$ cat config.mk
export PLATFORM = sky130hd
export DESIGN_NAME = ibex_fetch_align_fifo_flat
export DESIGN_NICKNAME = d
export VERILOG_FILES = /design/src/rtl/ibex_fetch_align_fifo_pkg.sv /design/src/rtl/ibex_fetch_align_fifo_if.sv /design/src/rtl/ibex_fetch_align_fifo.sv /design/src/flat_wrapper.sv
export SDC_FILE = /design/constraint.sdc
export NUM_CORES = 1
export LEC_CHECK = 0
export CELL_PAD_IN_SITES_DETAIL_PLACEMENT = 2
export CELL_PAD_IN_SITES_GLOBAL_PLACEMENT = 2
export CORE_UTILIZATION = 35
export CTS_BUF_LIST = sky130_fd_sc_hd__clkbuf_16
export DETAILED_ROUTE_END_ITERATION = 8
export PLACE_DENSITY = 0.83
export SYNTH_ARGS = -nofsm -noshare
export SYNTH_HDL_FRONTEND = slang
export SYNTH_SLANG_ARGS = --single-unit
$ cat constraint.sdc
create_clock -name clk_i -period 10.7 [get_ports clk_i]
set_input_delay 2.14 -clock clk_i [delete_from_list [all_inputs] [get_ports clk_i]]
set_output_delay 2.14 -clock clk_i [all_outputs]
set_load 0.1 [all_outputs]
$ cat src/rtl/ibex_fetch_align_fifo_pkg.sv
// Shared types and helpers for the fetch alignment FIFO.
package ibex_fetch_align_fifo_pkg;

    typedef struct packed {
        logic [31:0] rdata;
        logic        err;
    } fifo_entry_t;

    // Where a fetch fault sits relative to the presented instruction.
    typedef enum logic [1:0] {
        FETCH_ERR_NONE  = 2'd0,
        FETCH_ERR_HEAD  = 2'd1,
        FETCH_ERR_PLUS2 = 2'd2
    } fetch_err_e;

    function automatic logic is_compressed(input logic [1:0] opcode_lsb);
        return opcode_lsb != 2'b11;
    endfunction

endpackage

$ cat src/rtl/ibex_fetch_align_fifo_if.sv
// Bus-response and IF-stage handshake bundle for the fetch alignment FIFO.
// out_valid/out_ready: an instruction transfers on a cycle where both are high;
// valid never depends on ready and the payload holds while valid && !ready (except on clear).
interface ibex_fetch_align_fifo_if;
    logic        clear_i;
    logic [31:0] in_addr_i;
    logic        in_valid_i;
    logic [31:0] in_rdata_i;
    logic        in_err_i;
    logic        busy_o;
    logic        out_valid_o;
    logic        out_ready_i;
    logic [31:0] out_rdata_o;
    logic [31:0] out_addr_o;
    logic [31:0] out_addr_next_o;
    logic        out_err_o;
    logic        out_err_plus2_o;

    modport slave (
        input  clear_i, in_addr_i, in_valid_i, in_rdata_i, in_err_i, out_ready_i,
        output busy_o, out_valid_o, out_rdata_o, out_addr_o, out_addr_next_o,
               out_err_o, out_err_plus2_o
    );

    modport master (
        output clear_i, in_addr_i, in_valid_i, in_rdata_i, in_err_i, out_ready_i,
        input  busy_o, out_valid_o, out_rdata_o, out_addr_o, out_addr_next_o,
               out_err_o, out_err_plus2_o
    );
endinterface

$ cat src/rtl/ibex_fetch_align_fifo.sv
// Compacting word FIFO that realigns compressed and misaligned instructions for IF.
// An empty FIFO passes the incoming word straight through as the head.
module ibex_fetch_align_fifo
    import ibex_fetch_align_fifo_pkg::*;
#(
    parameter int unsigned NUM_REQS = 2
) (
    input  logic                   clk_i,
    input  logic                   rst_ni,
    ibex_fetch_align_fifo_if.slave bus
);

    localparam int unsigned DEPTH = NUM_REQS + 1;

    fifo_entry_t      entry_q [DEPTH];
    fifo_entry_t      entry_d [DEPTH];
    fifo_entry_t      in_entry;
    logic [DEPTH-1:0] valid_q, valid_d, valid_pushed, valid_popped, lowest_free, entry_en;
    logic [31:1]      instr_addr_q, instr_addr_d;

    logic        misaligned, head_avail, second_avail;
    logic [31:0] head_rdata, instr;
    logic [15:0] second_lo;
    logic        head_err, second_err, instr_comp;
    logic        out_valid, consume, pop;
    logic [31:0] addr_cur, addr_next;
    fetch_err_e  err_kind;
    logic        unused_addr_lsb;

    assign unused_addr_lsb = bus.in_addr_i[0];
    assign in_entry        = '{rdata: bus.in_rdata_i, err: bus.in_err_i};

    assign misaligned   = instr_addr_q[1];
    assign head_rdata   = valid_q[0] ? entry_q[0].rdata : bus.in_rdata_i;
    assign head_err     = valid_q[0] ? entry_q[0].err   : bus.in_err_i;
    assign second_lo    = valid_q[1] ? entry_q[1].rdata[15:0] : bus.in_rdata_i[15:0];
    assign second_err   = valid_q[1] ? entry_q[1].err   : bus.in_err_i;
    assign head_avail   = valid_q[0] | bus.in_valid_i;
    assign second_avail = valid_q[1] | (valid_q[0] & bus.in_valid_i);

    assign instr      = misaligned ? {second_lo, head_rdata[31:16]} : head_rdata;
    assign instr_comp = is_compressed(instr[1:0]);

    // A misaligned head can go out alone if it faults or its upper half is a full instruction.
    assign out_valid = ~bus.clear_i & head_avail &
                       (~misaligned | head_err | instr_comp | second_avail);
    assign consume   = out_valid & bus.out_ready_i;
    // An aligned compressed instruction leaves the upper half in the head word.
    assign pop       = consume & (misaligned | ~instr_comp);

    always_comb begin
        err_kind = FETCH_ERR_NONE;
        if (out_valid) begin
            if (head_err) begin
                err_kind = FETCH_ERR_HEAD;
            end else if (misaligned & ~instr_comp & second_err) begin
                err_kind = FETCH_ERR_PLUS2;
            end
        end
    end

    assign addr_cur     = {instr_addr_q, 1'b0};
    assign addr_next    = addr_cur + ((out_valid & instr_comp) ? 32'd2 : 32'd4);
    assign instr_addr_d = bus.clear_i ? bus.in_addr_i[31:1] :
                          consume     ? addr_next[31:1]     : instr_addr_q;

    for (genvar i = 0; i < DEPTH; i++) begin : g_entry
        if (i == 0) begin : g_head
            assign lowest_free[i] = ~valid_q[i];
        end else begin : g_tail
            assign lowest_free[i] = ~valid_q[i] & valid_q[i-1];
        end

        assign valid_pushed[i] = (bus.in_valid_i & lowest_free[i]) | valid_q[i];

        if (i < DEPTH - 1) begin : g_shift
            assign valid_popped[i] = pop ? valid_pushed[i+1] : valid_pushed[i];
            assign entry_en[i]     = (valid_pushed[i+1] & pop) |
                                     (bus.in_valid_i & lowest_free[i] & ~pop);
            assign entry_d[i]      = valid_q[i+1] ? entry_q[i+1] : in_entry;
        end else begin : g_last
            assign valid_popped[i] = ~pop & valid_pushed[i];
            assign entry_en[i]     = bus.in_valid_i & lowest_free[i] & ~pop;
            assign entry_d[i]      = in_entry;
        end

        assign valid_d[i] = ~bus.clear_i & valid_popped[i];
    end

    always_ff @(posedge clk_i or negedge rst_ni) begin
        if (!rst_ni) begin
            valid_q      <= '0;
            instr_addr_q <= '0;
            for (int i = 0; i < DEPTH; i++) begin
                entry_q[i] <= '0;
            end
        end else begin
            valid_q      <= valid_d;
            instr_addr_q <= instr_addr_d;
            for (int i = 0; i < DEPTH; i++) begin
                if (entry_en[i]) begin
                    entry_q[i] <= entry_d[i];
                end
            end
        end
    end

    if (NUM_REQS >= 2) begin : g_busy
        assign bus.busy_o = valid_q[NUM_REQS-2];
    end else begin : g_busy_always
        assign bus.busy_o = 1'b1;
    end

    assign bus.out_valid_o     = out_valid;
    assign bus.out_rdata_o     = instr;
    assign bus.out_addr_o      = addr_cur;
    assign bus.out_addr_next_o = addr_next;
    assign bus.out_err_o       = err_kind != FETCH_ERR_NONE;
    assign bus.out_err_plus2_o = err_kind == FETCH_ERR_PLUS2;

    overflow_a : assert property (@(posedge clk_i) disable iff (!rst_ni)
        !(bus.in_valid_i & ~bus.clear_i & (&valid_q) & ~pop));

endmodule
$ cat src/flat_wrapper.sv
// flat-port wrapper written by rule: the top's interface ports become plain ports
module ibex_fetch_align_fifo_flat import ibex_fetch_align_fifo_pkg::*;
#(
    parameter int unsigned NUM_REQS = 2
)
  (clk_i, rst_ni, bus_clear_i, bus_in_addr_i, bus_in_valid_i, bus_in_rdata_i, bus_in_err_i, bus_out_ready_i, bus_busy_o, bus_out_valid_o, bus_out_rdata_o, bus_out_addr_o, bus_out_addr_next_o, bus_out_err_o, bus_out_err_plus2_o);
  ibex_fetch_align_fifo_if bus_i ();
  input  logic clk_i;
  input  logic rst_ni;
  input wire logic [$bits(bus_i.clear_i)-1:0] bus_clear_i;
  input wire logic [$bits(bus_i.in_addr_i)-1:0] bus_in_addr_i;
  input wire logic [$bits(bus_i.in_valid_i)-1:0] bus_in_valid_i;
  input wire logic [$bits(bus_i.in_rdata_i)-1:0] bus_in_rdata_i;
  input wire logic [$bits(bus_i.in_err_i)-1:0] bus_in_err_i;
  input wire logic [$bits(bus_i.out_ready_i)-1:0] bus_out_ready_i;
  output wire logic [$bits(bus_i.busy_o)-1:0] bus_busy_o;
  output wire logic [$bits(bus_i.out_valid_o)-1:0] bus_out_valid_o;
  output wire logic [$bits(bus_i.out_rdata_o)-1:0] bus_out_rdata_o;
  output wire logic [$bits(bus_i.out_addr_o)-1:0] bus_out_addr_o;
  output wire logic [$bits(bus_i.out_addr_next_o)-1:0] bus_out_addr_next_o;
  output wire logic [$bits(bus_i.out_err_o)-1:0] bus_out_err_o;
  output wire logic [$bits(bus_i.out_err_plus2_o)-1:0] bus_out_err_plus2_o;
  assign bus_i.clear_i = bus_clear_i;
  assign bus_i.in_addr_i = bus_in_addr_i;
  assign bus_i.in_valid_i = bus_in_valid_i;
  assign bus_i.in_rdata_i = bus_in_rdata_i;
  assign bus_i.in_err_i = bus_in_err_i;
  assign bus_i.out_ready_i = bus_out_ready_i;
  assign bus_busy_o = bus_i.busy_o;
  assign bus_out_valid_o = bus_i.out_valid_o;
  assign bus_out_rdata_o = bus_i.out_rdata_o;
  assign bus_out_addr_o = bus_i.out_addr_o;
  assign bus_out_addr_next_o = bus_i.out_addr_next_o;
  assign bus_out_err_o = bus_i.out_err_o;
  assign bus_out_err_plus2_o = bus_i.out_err_plus2_o;
  ibex_fetch_align_fifo #(.NUM_REQS(NUM_REQS)) u_core (.clk_i(clk_i), .rst_ni(rst_ni), .bus(bus_i));
endmodule
==> run_results.csv, run 1 <==
group,metric,value,unit
placed_design,place_congestion,0.787,
global_routing,antenna_found_initial,2,
power_and_ir_drop,pwr-share-comb,39.9,%
sta,fmax,113,MHz
detailed_routing,vias_per_cell,5.50,
detailed_routing,vias,6314,
placed_design,dp_hpwl,17200,µm
layout,stdcell_count,1147,
critical_path,worstPathCellList,"clkdlybuf4s50_1 > mux4_2 > nand2_1 > nand2_1 > ha_1 > a21o_1 > nand4_1 > nor3_1 > nand3_1 > xnor2_1 > clkdlybuf4s50_1",
sta,finClkSkew,0.00697,ns
sta,period_share,82.8,%
layout,layout_commonest_cell,"clkdlybuf4s50_1",
critical_path,cp_max_fo,10,
power_and_ir_drop,leakage,4.20,nW
global_routing,grt_pass1_wl,41700,µm
critical_path,cp_top_family,"buffers and inverters",
floorplanning,row_count,53,
placed_design,dp_cells,1116,
placed_design,place_area,0.00946,mm²
yosys,syn_avg_cell_area,10.6,µm²
power_and_ir_drop,p_sw_share,41.6,%
worst_hold_path,hp-class,"flip-flop to flip-flop",
yosys,synthCells,717,
critical_path,cp.required,8.56,ns
detailed_routing,ant_nets,0,
critical_path,cp.depth,11,
power_and_ir_drop,p_switching,0.986,mW
detailed_routing,wl,25900,µm
floorplanning,dieArea,0.0223,mm²
clocking,cts_max_path_buffers,2,
critical_path,path_buf_inv,2,
floorplanning,start_util,35.9,%
floorplanning,ios,170,
worst_hold_path,min_from,"u_core.entry_q[37]",
power_and_ir_drop,power_density,234,mW/mm²
detailed_routing,drt_drc_violations_left,0,
clocking,cts_tree,"yes",
critical_path,max_stage_delay,1.15,ns
power_and_ir_drop,peakVddDrop,0.100,mV
global_routing,track_usage,24.4,%
layout,fillCellCount,2122,
critical_path,r2r-end,"u_core.instr_addr_q[16]",
yosys,synth_edf_count,0,
floorplanning,die_x,149,µm
yosys,synth_seq_area_share,43.8,%
detailed_routing,drtIter0Drc,174,
global_routing,grt-ovfl-total,0,
sta,hold_viol,0,
power_and_ir_drop,power,2.37,mW
critical_path,regToRegSetupSlack,6.59,ns
critical_path,cp.arrival,6.72,ns
layout,layout-drive-gt1-share,15.8,%
sta,rsz0062_at_grt,"no",
layout,area_growth_syn_to_layout,33.1,%
status,outcome,"finished, final reports clean",
layout,utilization,47.8,%
sta,drv_slew,0,
floorplanning,core_area,0.0212,mm²
clocking,cts_setup_buffers,0,
layout,nets,933,
yosys,synth_warnings,0,
critical_path,cp-start-kind,"input port",
power_and_ir_drop,power.share.clock,28.2,%
critical_path,critPathCaptureType,"output port",
yosys,ys_types,55,
power_and_ir_drop,power.internal,1.38,mW
clocking,cts-buffers-inserted,17,
detailed_routing,wl_per_cell,22.6,µm
layout,diodes,0,
yosys,synth-async-reset-ratio,100,%
clocking,worst_skew_pair.late_latency,0.43,ns
worst_hold_path,hold_path_end,"u_core.entry_q[37]",
clocking,numClockSinks,133,
sta,fin_tns_setup,0,ns
sta,worstMarginPinSlew,1.07,ns
placed_design,port_buffers,166,
job,drv_cap,0,
clocking,cts_root_buf,"clkbuf_16",
layout,layout_common_cells,"165 x clkdlybuf4s50_1, 129 x dfrtp_1, 111 x nand2_1",
critical_path,rr_startpoint,"u_core.valid_q[0]",
clocking,path_clk_slew,0.06,ns
critical_path,cp_slowest_cell,"clkdlybuf4s50_1",
floorplanning,die_h,149,µm
clocking,cts.repair.resized,0,
global_routing,grt_start_max_net_pins,79,
worst_hold_path,worstHoldPathCells,2,
sta,setup_violations,0,
sta,slew_headroom,28.6,%
power_and_ir_drop,p_seq_share,31.9,%
critical_path,critical_path_class,"input port to output port",
critical_path,ff2ff_path_depth,11,
yosys,syn-cell-area,0.00760,mm²
yosys,ys.flop_type,"dfrtp_1",
clocking,h-tree-depth,4,
sta,period_minus_slack,8.86,ns
yosys,synth_seq_cells,133,
global_routing,grt_pass1_vias,7192,
clocking,holdBufCountCts,0,
layout,design_area,0.0101,mm²
detailed_routing,dr.pass1.iters,4,
-- worst reg2reg max path, cell delays in order (launching register included) --
cell and delay, ns:
dfrtp_2 0.37, buf_4 0.53, mux4_2 0.51, nand2_1 0.11, nand2_1 0.12, ha_1 0.31, a21o_1 0.17, nand4_1 0.50
nor3_1 0.60, nand3_1 0.25, a21o_1 0.22, a221o_1 0.30
-- registers in the layout, summed over array words and instances, names as in the netlist --
register,flops
u_core.valid_q,3
u_core.instr_addr_q,31
u_core.entry_q,99
-- power by group through the flow --
stage	clock network [mW]	registers (mW)	logic (mW)
2_1_floorplan	0	0.819	0.626
3_3_place_gp	0	0.739	0.912
3_5_place_dp	0	0.760	0.941
4_1_cts	0.679	0.756	0.954
5_1_grt	0.698	0.774	0.991
6_report	0.667	0.757	0.945
-- worst max-delay path by stage --
stage,startpoint,to
finish,bus_in_rdata_i[16],bus_out_addr_next_o[16]
global route,bus_in_rdata_i[16],bus_out_addr_next_o[16]
CTS,bus_in_rdata_i[16],bus_out_addr_next_o[16]
detailed placement,bus_in_rdata_i[17],bus_out_addr_next_o[16]
global placement,bus_in_rdata_i[17],bus_out_addr_next_o[28]
floorplan,bus_in_valid_i,bus_out_err_o
-- stage by stage --
step	setup slack [ns]	hold slack, ns
2_1_floorplan	2.13	0.450
3_3_place_gp	2.04	0.463
3_5_place_dp	1.81	0.482
4_1_cts	1.78	0.497
5_1_grt	1.63	0.525
6_report	1.84	0.495
-- area by class of cell --
cell class	count	area, µm²	area share, %
multi-input cells	518	3980	39.4
flip-flops and latches	133	3330	32.9
repair buffers	178	1750	17.3
clock buffers	17	425	4.21
well taps	275	344	3.40
clock inverters	14	234	2.31
inverters	12	45.0	0.445
-- layer usage --
layer | wire, µm | GRT usage, % | vias to the layer above | part of all wire (%)
li1 | - | - | 2849 | -
met1 | 10900 | 29.6 | 3297 | 42
met2 | 13500 | 42.9 | 132 | 52
met3 | 1080 | 5.44 | 32 | 4.2
met4 | 366 | 6.79 | 4 | 1.4
met5 | 27 | 0 | - | 0.10
-- synthesized netlist by cell type, types with 8 or more instances --
| master | instances | area (µm²) |
|---|---|---|
| a221o_1 | 8 | 80.1 |
| clkbuf_1 | 33 | 124 |
| inv_1 | 12 | 45.0 |
| mux2_4 | 30 | 450 |
| xnor2_1 | 20 | 175 |
| o21ai_1 | 33 | 165 |
| mux2i_1 | 68 | 681 |
| nand2_1 | 111 | 417 |
| o21ai_0 | 56 | 280 |
| nor2_1 | 18 | 67.6 |
| dfrtp_1 | 133 | 3330 |
| buf_2 | 11 | 55.1 |
| a22oi_1 | 8 | 60.1 |
| nand3_1 | 14 | 70.1 |
| nand4_1 | 11 | 68.8 |
| mux4_2 | 16 | 360 |
| xor2_1 | 9 | 78.8 |
| nor3_1 | 9 | 45.0 |
| mux2_2 | 37 | 417 |
| a21oi_1 | 10 | 50.1 |
-- cell families (layout without fill, tap and decap cells) --
family	Yosys count	in the layout	share of synthesized area [%]
AND/OR/NAND/NOR	190	190	11.5
multiplexers	151	151	25.1
AO/OA/AOI/OAI	142	142	11.4
flip-flops	133	133	43.8
buffers and inverters	67	221	4.13
XOR/XNOR	29	29	3.34
adder cells (fa/ha/maj)	4	4	0.724
other	1	2	0.0494
No activity file was read; power rests on OpenSTA's default activity.
==> inputs of run 2 (changes only) <==
--- a/config.mk
+++ b/config.mk
@@ -7,10 +7,10 @@
 export LEC_CHECK = 0
 export CELL_PAD_IN_SITES_DETAIL_PLACEMENT = 2
 export CELL_PAD_IN_SITES_GLOBAL_PLACEMENT = 2
-export CORE_UTILIZATION = 35
+export CORE_UTILIZATION = 32
 export CTS_BUF_LIST = sky130_fd_sc_hd__clkbuf_16
 export DETAILED_ROUTE_END_ITERATION = 8
-export PLACE_DENSITY = 0.83
+export PLACE_DENSITY = 0.76
 export SYNTH_ARGS = -nofsm -noshare
 export SYNTH_HDL_FRONTEND = slang
 export SYNTH_SLANG_ARGS = --single-unit
==> constraint.sdc (replaced) <==
create_clock -name clk_i -period 9.1 [get_ports clk_i]
set_input_delay 1.82 -clock clk_i [delete_from_list [all_inputs] [get_ports clk_i]]
set_output_delay 1.82 -clock clk_i [all_outputs]
set_load 0.1 [all_outputs]
==> run 2 against run 1 <==
Against the previous run:
- worst setup slack worse by 0.15 ns
- via count down 0.51%
- global-route usage down 2.9 points
- critical path depth unchanged
- hold slack worse by 0.0045 ns
- combinational power up 15%
- power up 13%
- die area up 9.2%
- non-clock buffer count down 1
- final area down 0.80%
- sequential power up 18%
- critical endpoint is now bus_out_addr_next_o[9]
- largest power group unchanged
==> run_results.csv, run 2 (same netlist as run 1, synthesis figures left out) <==
group,metric,value,unit
detailed_routing,wl_per_cell,20.8,µm
critical_path,regToRegSetupSlack,5.27,ns
critical_path,cp_slowest_cell,"clkdlybuf4s50_1",
layout,design_area,0.0100,mm²
global_routing,grt_pass1_wl,40700,µm
detailed_routing,ant_nets,0,
placed_design,dp_hpwl,16800,µm
detailed_routing,vias,6282,
critical_path,endpoint,"bus_out_addr_next_o[9]",
clocking,h-tree-depth,4,
sta,period_minus_slack,7.41,ns
clocking,cts_max_path_buffers,2,
detailed_routing,dr.pass1.iters,5,
critical_path,cp-start-kind,"input port",
clocking,cts.repair.resized,0,
floorplanning,row_count,56,
clocking,cts_setup_buffers,0,
critical_path,cp.required,7.28,ns
layout,diodes,0,
critical_path,max_stage_delay,1.20,ns
sta,slew_headroom,28.3,%
job,drv_cap,0,
clocking,cts-buffers-inserted,17,
placed_design,place_area,0.00945,mm²
critical_path,critical_path_class,"input port to output port",
placed_design,dp_cells,1159,
sta,fin_tns_setup,0,ns
status,outcome,"finished, final reports clean",
detailed_routing,wl,24800,µm
global_routing,track_usage,21.5,%
placed_design,place_congestion,0.801,
global_routing,grt_pass1_vias,7291,
detailed_routing,vias_per_cell,5.27,
critical_path,rr_startpoint,"u_core.instr_addr_q[1]",
critical_path,startpoint,"bus_in_rdata_i[17]",
clocking,worst_skew_pair.late_latency,0.42,ns
critical_path,r2r-end,"u_core.instr_addr_q[16]",
floorplanning,start_util,32.5,%
clocking,numClockSinks,133,
detailed_routing,drt_drc_violations_left,0,
power_and_ir_drop,power,2.68,mW
floorplanning,die_h,156,µm
critical_path,cp_max_fo,6,
sta,finClkSkew,0.0116,ns
power_and_ir_drop,power_density,267,mW/mm²
layout,layout_commonest_cell,"clkdlybuf4s50_1",
layout,utilization,42.9,%
clocking,path_clk_slew,0.06,ns
global_routing,antenna_found_initial,0,
floorplanning,core_area,0.0234,mm²
critical_path,cp_top_family,"buffers and inverters",
global_routing,grt-ovfl-total,0,
floorplanning,dieArea,0.0244,mm²
layout,area_growth_syn_to_layout,32.1,%
power_and_ir_drop,leakage,4.19,nW
clocking,holdBufCountCts,0,
global_routing,grt_start_max_net_pins,69,
sta,rsz0062_at_grt,"no",
layout,stdcell_count,1191,
floorplanning,ios,170,
layout,top_regs,"u_core.entry_q x99, u_core.instr_addr_q x31, u_core.valid_q x3",
sta,worstMarginPinSlew,1.07,ns
sta,period_share,81.4,%
worst_hold_path,hp-class,"flip-flop to flip-flop",
critical_path,worstPathCellList,"clkdlybuf4s50_1 > mux4_2 > nand2_1 > nand2_1 > inv_1 > ha_1 > fa_1 > and3_1 > nand3_1 > xnor2_1 > clkdlybuf4s50_1",
critical_path,path_buf_inv,3,
critical_path,ff2ff_path_depth,10,
critical_path,critPathCaptureType,"output port",
sta,fmax,135,MHz
sta,setup_violations,0,
worst_hold_path,worstHoldPathCells,2,
layout,top_register,"u_core.entry_q",
layout,nets,932,
layout,largest_reg_flops,99,
sta,drv_slew,0,
layout,layout_common_cells,"142 x clkdlybuf4s50_1, 129 x dfrtp_1, 111 x nand2_1",
critical_path,cp.arrival,5.59,ns
floorplanning,die_x,156,µm
clocking,cts_tree,"yes",
sta,hold_viol,0,
critical_path,cp.depth,11,
detailed_routing,drtIter0Drc,218,
clocking,cts_root_buf,"clkbuf_16",
layout,layout-drive-gt1-share,18.1,%
power_and_ir_drop,peakVddDrop,0.103,mV
placed_design,port_buffers,166,
[run 2: cell count changes in the layout (fill, tap and decap cells not counted), sizes merged]
| cell | before | now |
|---|---|---|
| inv | 12 | 15 |
| clkinv | 6 | 8 |
| buf | 13 | 35 |
| clkdlybuf4s50 | 165 | 142 |
| clkinvlp | 2 | 1 |
| bufinv | 6 | 3 |
[run 2: metrics by stage]
step           hold slack, ns  setup WS [ns]
5_1_grt                 0.518           1.45
6_report                0.490           1.69
2_1_floorplan           0.450           1.17
3_5_place_dp            0.479           1.68
4_1_cts                 0.494           1.65
3_3_place_gp            0.463           1.72
[run 2: worst min-delay path by stage]
stage / start / slack [ns] / end
2_1_floorplan: u_core.entry_q[33] / 0.45 / u_core.entry_q[33]
3_3_place_gp: u_core.entry_q[39] / 0.46 / u_core.entry_q[39]
3_5_place_dp: u_core.entry_q[36] / 0.48 / u_core.entry_q[36]
4_1_cts: u_core.entry_q[49] / 0.49 / u_core.entry_q[49]
5_1_grt: u_core.entry_q[49] / 0.52 / u_core.entry_q[49]
6_report: u_core.entry_q[36] / 0.49 / u_core.entry_q[36]
[run 2: power breakdown]
part / leakage (nW) / internal [mW] / switching [mW]
Combinational: 2.29 / 0.352 / 0.739
Clock: 0.283 / 0.428 / 0.272
Sequential: 1.61 / 0.757 / 0.135
Total: 4.19 / 1.54 / 1.15
[run 2: worst register-to-register path: stages (launching register included)]
cell	delay [ns]
dfrtp_2	0.74
mux4_2	0.66
nand2_1	0.10
nand2_1	0.11
ha_1	0.30
a21o_1	0.14
nand4_1	0.46
nor3_1	0.52
nand3_1	0.22
a21o_1	0.20
a221o_1	0.28
[run 2: final cells by class]
cell class                 count  area, µm²
clock buffer                  17        425
sequential                   133       3330
timing repair buffer         177       1690
inverter                      12       45.0
tap                          319        399
multi-input combinational    518       3980
clock inverter                15        160
fill                        2480      13400
[run 2: layer usage]
layer	part of all wire, %	vias up	global-route usage [%]
li1	-	2849	-
met1	42	3262	25.7
met2	52	137	38.2
met3	4.4	34	4.64
met4	1.7	0	6.72
met5	0	-	0
==> inputs of run 3 (changes only) <==
--- a/config.mk
+++ b/config.mk
@@ -7,10 +7,10 @@
 export LEC_CHECK = 0
 export CELL_PAD_IN_SITES_DETAIL_PLACEMENT = 2
 export CELL_PAD_IN_SITES_GLOBAL_PLACEMENT = 2
-export CORE_UTILIZATION = 32
+export CORE_UTILIZATION = 29
 export CTS_BUF_LIST = sky130_fd_sc_hd__clkbuf_16
 export DETAILED_ROUTE_END_ITERATION = 8
-export PLACE_DENSITY = 0.76
+export PLACE_DENSITY = 0.73
 export SYNTH_ARGS = -nofsm -noshare
 export SYNTH_HDL_FRONTEND = slang
 export SYNTH_SLANG_ARGS = --single-unit
==> constraint.sdc (replaced) <==
create_clock -name clk_i -period 6.5 [get_ports clk_i]
set_input_delay 1.3 -clock clk_i [delete_from_list [all_inputs] [get_ports clk_i]]
set_output_delay 1.3 -clock clk_i [all_outputs]
set_load 0.1 [all_outputs]
==> run 3 against run 2 <==
Against the previous run:
- global-route usage shrank 1.9 points
- routed wire length rose by 0.16%
- critical path type unchanged
- clock power increased by 29%
- clock skew up 0.0041 ns
- core utilization decreased by 2.2 points
- sequential share of layout area shrank 1.0 points
- non-clock buffer count rose by 2
- cell count rose by 1.1%
- combinational power is 44% higher
==> run_results.csv, run 3 (same netlist as run 1, synthesis figures left out) <==
group,metric,value,unit
sta,setup_violations,0,
critical_path,cp_top_family,"simple AND/OR/NAND/NOR gates",
layout,diodes,0,
sta,period_minus_slack,6.16,ns
global_routing,grt_start_max_net_pins,79,
layout,nets,934,
power_and_ir_drop,peakVddDrop,0.179,mV
clocking,cts_setup_buffers,0,
sta,finClkSkew,0.0157,ns
power_and_ir_drop,p_seq_share,33.5,%
clocking,worst_skew_pair.late_latency,0.43,ns
layout,design_area,0.0104,mm²
sta,slew_headroom,29.2,%
global_routing,grt-ovfl-total,0,
status,outcome,"finished, final reports clean",
layout,layout_commonest_cell,"clkdlybuf4s50_1",
power_and_ir_drop,power_density,360,mW/mm²
critical_path,path_buf_inv,3,
global_routing,track_usage,19.6,%
floorplanning,core_area,0.0255,mm²
detailed_routing,vias,6261,
layout,top_register,"u_core.entry_q",
global_routing,antenna_found_initial,0,
worst_hold_path,hp-class,"flip-flop to flip-flop",
detailed_routing,wl_per_cell,20.6,µm
critical_path,cp.required,5.20,ns
sta,period_share,94.8,%
power_and_ir_drop,leakage,4.32,nW
job,drv_cap,0,
global_routing,grt_pass1_wl,40200,µm
layout,largest_reg_flops,99,
sta,fmax,162,MHz
detailed_routing,vias_per_cell,5.20,
power_and_ir_drop,power.internal,2.09,mW
critical_path,critical_path_class,"input port to output port",
critical_path,cp-start-kind,"input port",
detailed_routing,wl,24800,µm
layout,top_regs,"u_core.entry_q x99, u_core.instr_addr_q x31, u_core.valid_q x3",
placed_design,port_buffers,166,
sta,fin_tns_setup,0,ns
detailed_routing,dr.pass1.iters,4,
placed_design,dp_hpwl,16900,µm
critical_path,cp_slowest_cell,"mux4_2",
critical_path,max_stage_delay,0.61,ns
power_and_ir_drop,p_switching,1.63,mW
floorplanning,ios,170,
clocking,cts.repair.resized,0,
critical_path,cp.arrival,4.86,ns
sta,drv_slew,0,
power_and_ir_drop,p_sw_share,43.8,%
clocking,cts-buffers-inserted,17,
placed_design,place_congestion,0.750,
power_and_ir_drop,power.share.clock,24.3,%
clocking,cts_tree,"yes",
placed_design,place_area,0.00981,mm²
critical_path,cp_max_fo,7,
critical_path,cpMostUsedCell,"nand2_1",
clocking,cts_max_path_buffers,2,
clocking,h-tree-depth,4,
floorplanning,dieArea,0.0269,mm²
clocking,cts_root_buf,"clkbuf_16",
floorplanning,start_util,29.8,%
floorplanning,row_count,58,
critical_path,worstPathCellList,"clkdlybuf4s50_1 > mux4_2 > nand2_1 > nand2_1 > inv_1 > ha_1 > fa_1 > and3_1 > nand2_1 > nor3_4 > nand4_1 > xnor2_2 > buf_12",
power_and_ir_drop,pwr-share-comb,42.1,%
sta,worstMarginPinSlew,1.06,ns
floorplanning,die_x,164,µm
floorplanning,die_h,164,µm
clocking,path_clk_slew,0.06,ns
sta,rsz0062_at_grt,"no",
detailed_routing,ant_nets,0,
sta,hold_viol,0,
clocking,holdBufCountCts,0,
layout,layout_common_cells,"131 x clkdlybuf4s50_1, 129 x dfrtp_1, 111 x nand2_1",
global_routing,grt_pass1_vias,7029,
critical_path,critPathCaptureType,"output port",
detailed_routing,drt_drc_violations_left,0,
layout,area_growth_syn_to_layout,36.2,%
clocking,numClockSinks,133,
detailed_routing,drtIter0Drc,232,
layout,utilization,40.6,%
layout,layout-drive-gt1-share,20.7,%
==> run 3: tightest hold or removal path, stage by stage, from the launching register on <==
cell and delay (ns):
dfrtp_1 0.33, nand2_1 0.05, o21ai_1 0.06
==> run 3: final cells by class <==
type | count | area (µm²)
timing repair buffer | 179 | 2000
sequential | 133 | 3330
clock inverter | 15 | 121
fill | 2638 | 15100
inverter | 12 | 45.0
tap | 330 | 413
multi-input combinational | 518 | 4010
clock buffer | 17 | 425
==> run 3: power by group through the flow <==
stage / logic, mW / clock network (mW) / registers, mW
floorplan: 1.03 / 0 / 1.35
global placement: 1.55 / 0 / 1.24
detailed placement: 1.58 / 0 / 1.26
CTS: 1.59 / 0.935 / 1.25
global route: 1.65 / 0.966 / 1.28
finish: 1.57 / 0.906 / 1.25
==> run 3: per-layer routing <==
metal / part of all wire, % / track usage [%]
met1: 43 / 24.0
met2: 51 / 33.8
met3: 4.7 / 5.28
met4: 1.4 / 5.05
met5: 0 / 0
==> run 3: through the flow <==
stage          setup WS (ns)  instances  hold slack (ns)  power (mW)
3_5_place_dp           0.395       1172            0.473        2.83
2_1_floorplan         0.0509        718            0.450        2.38
5_1_grt                0.124       1204            0.510        3.90
4_1_cts                0.323       1204            0.487        3.77
6_report               0.340       1204            0.480        3.72
3_3_place_gp           0.468       1172            0.465        2.79
==> run 3: worst paths after layout <==
check	start	end	slack, ns	cells after the start
worst min-delay path	u_core.entry_q[47]	u_core.entry_q[47]	0.48	2
worst max register to register	u_core.instr_addr_q[1]	u_core.instr_addr_q[27]	2.60	12
worst min register to register	u_core.entry_q[47]	u_core.entry_q[47]	0.48	2
min in group asynchronous	rst_ni	u_core.entry_q[29]	0.91	1
worst max-delay path	bus_in_rdata_i[17]	bus_out_addr_next_o[31]	0.34	13
max in group asynchronous	rst_ni	u_core.valid_q[0]	4.21	2
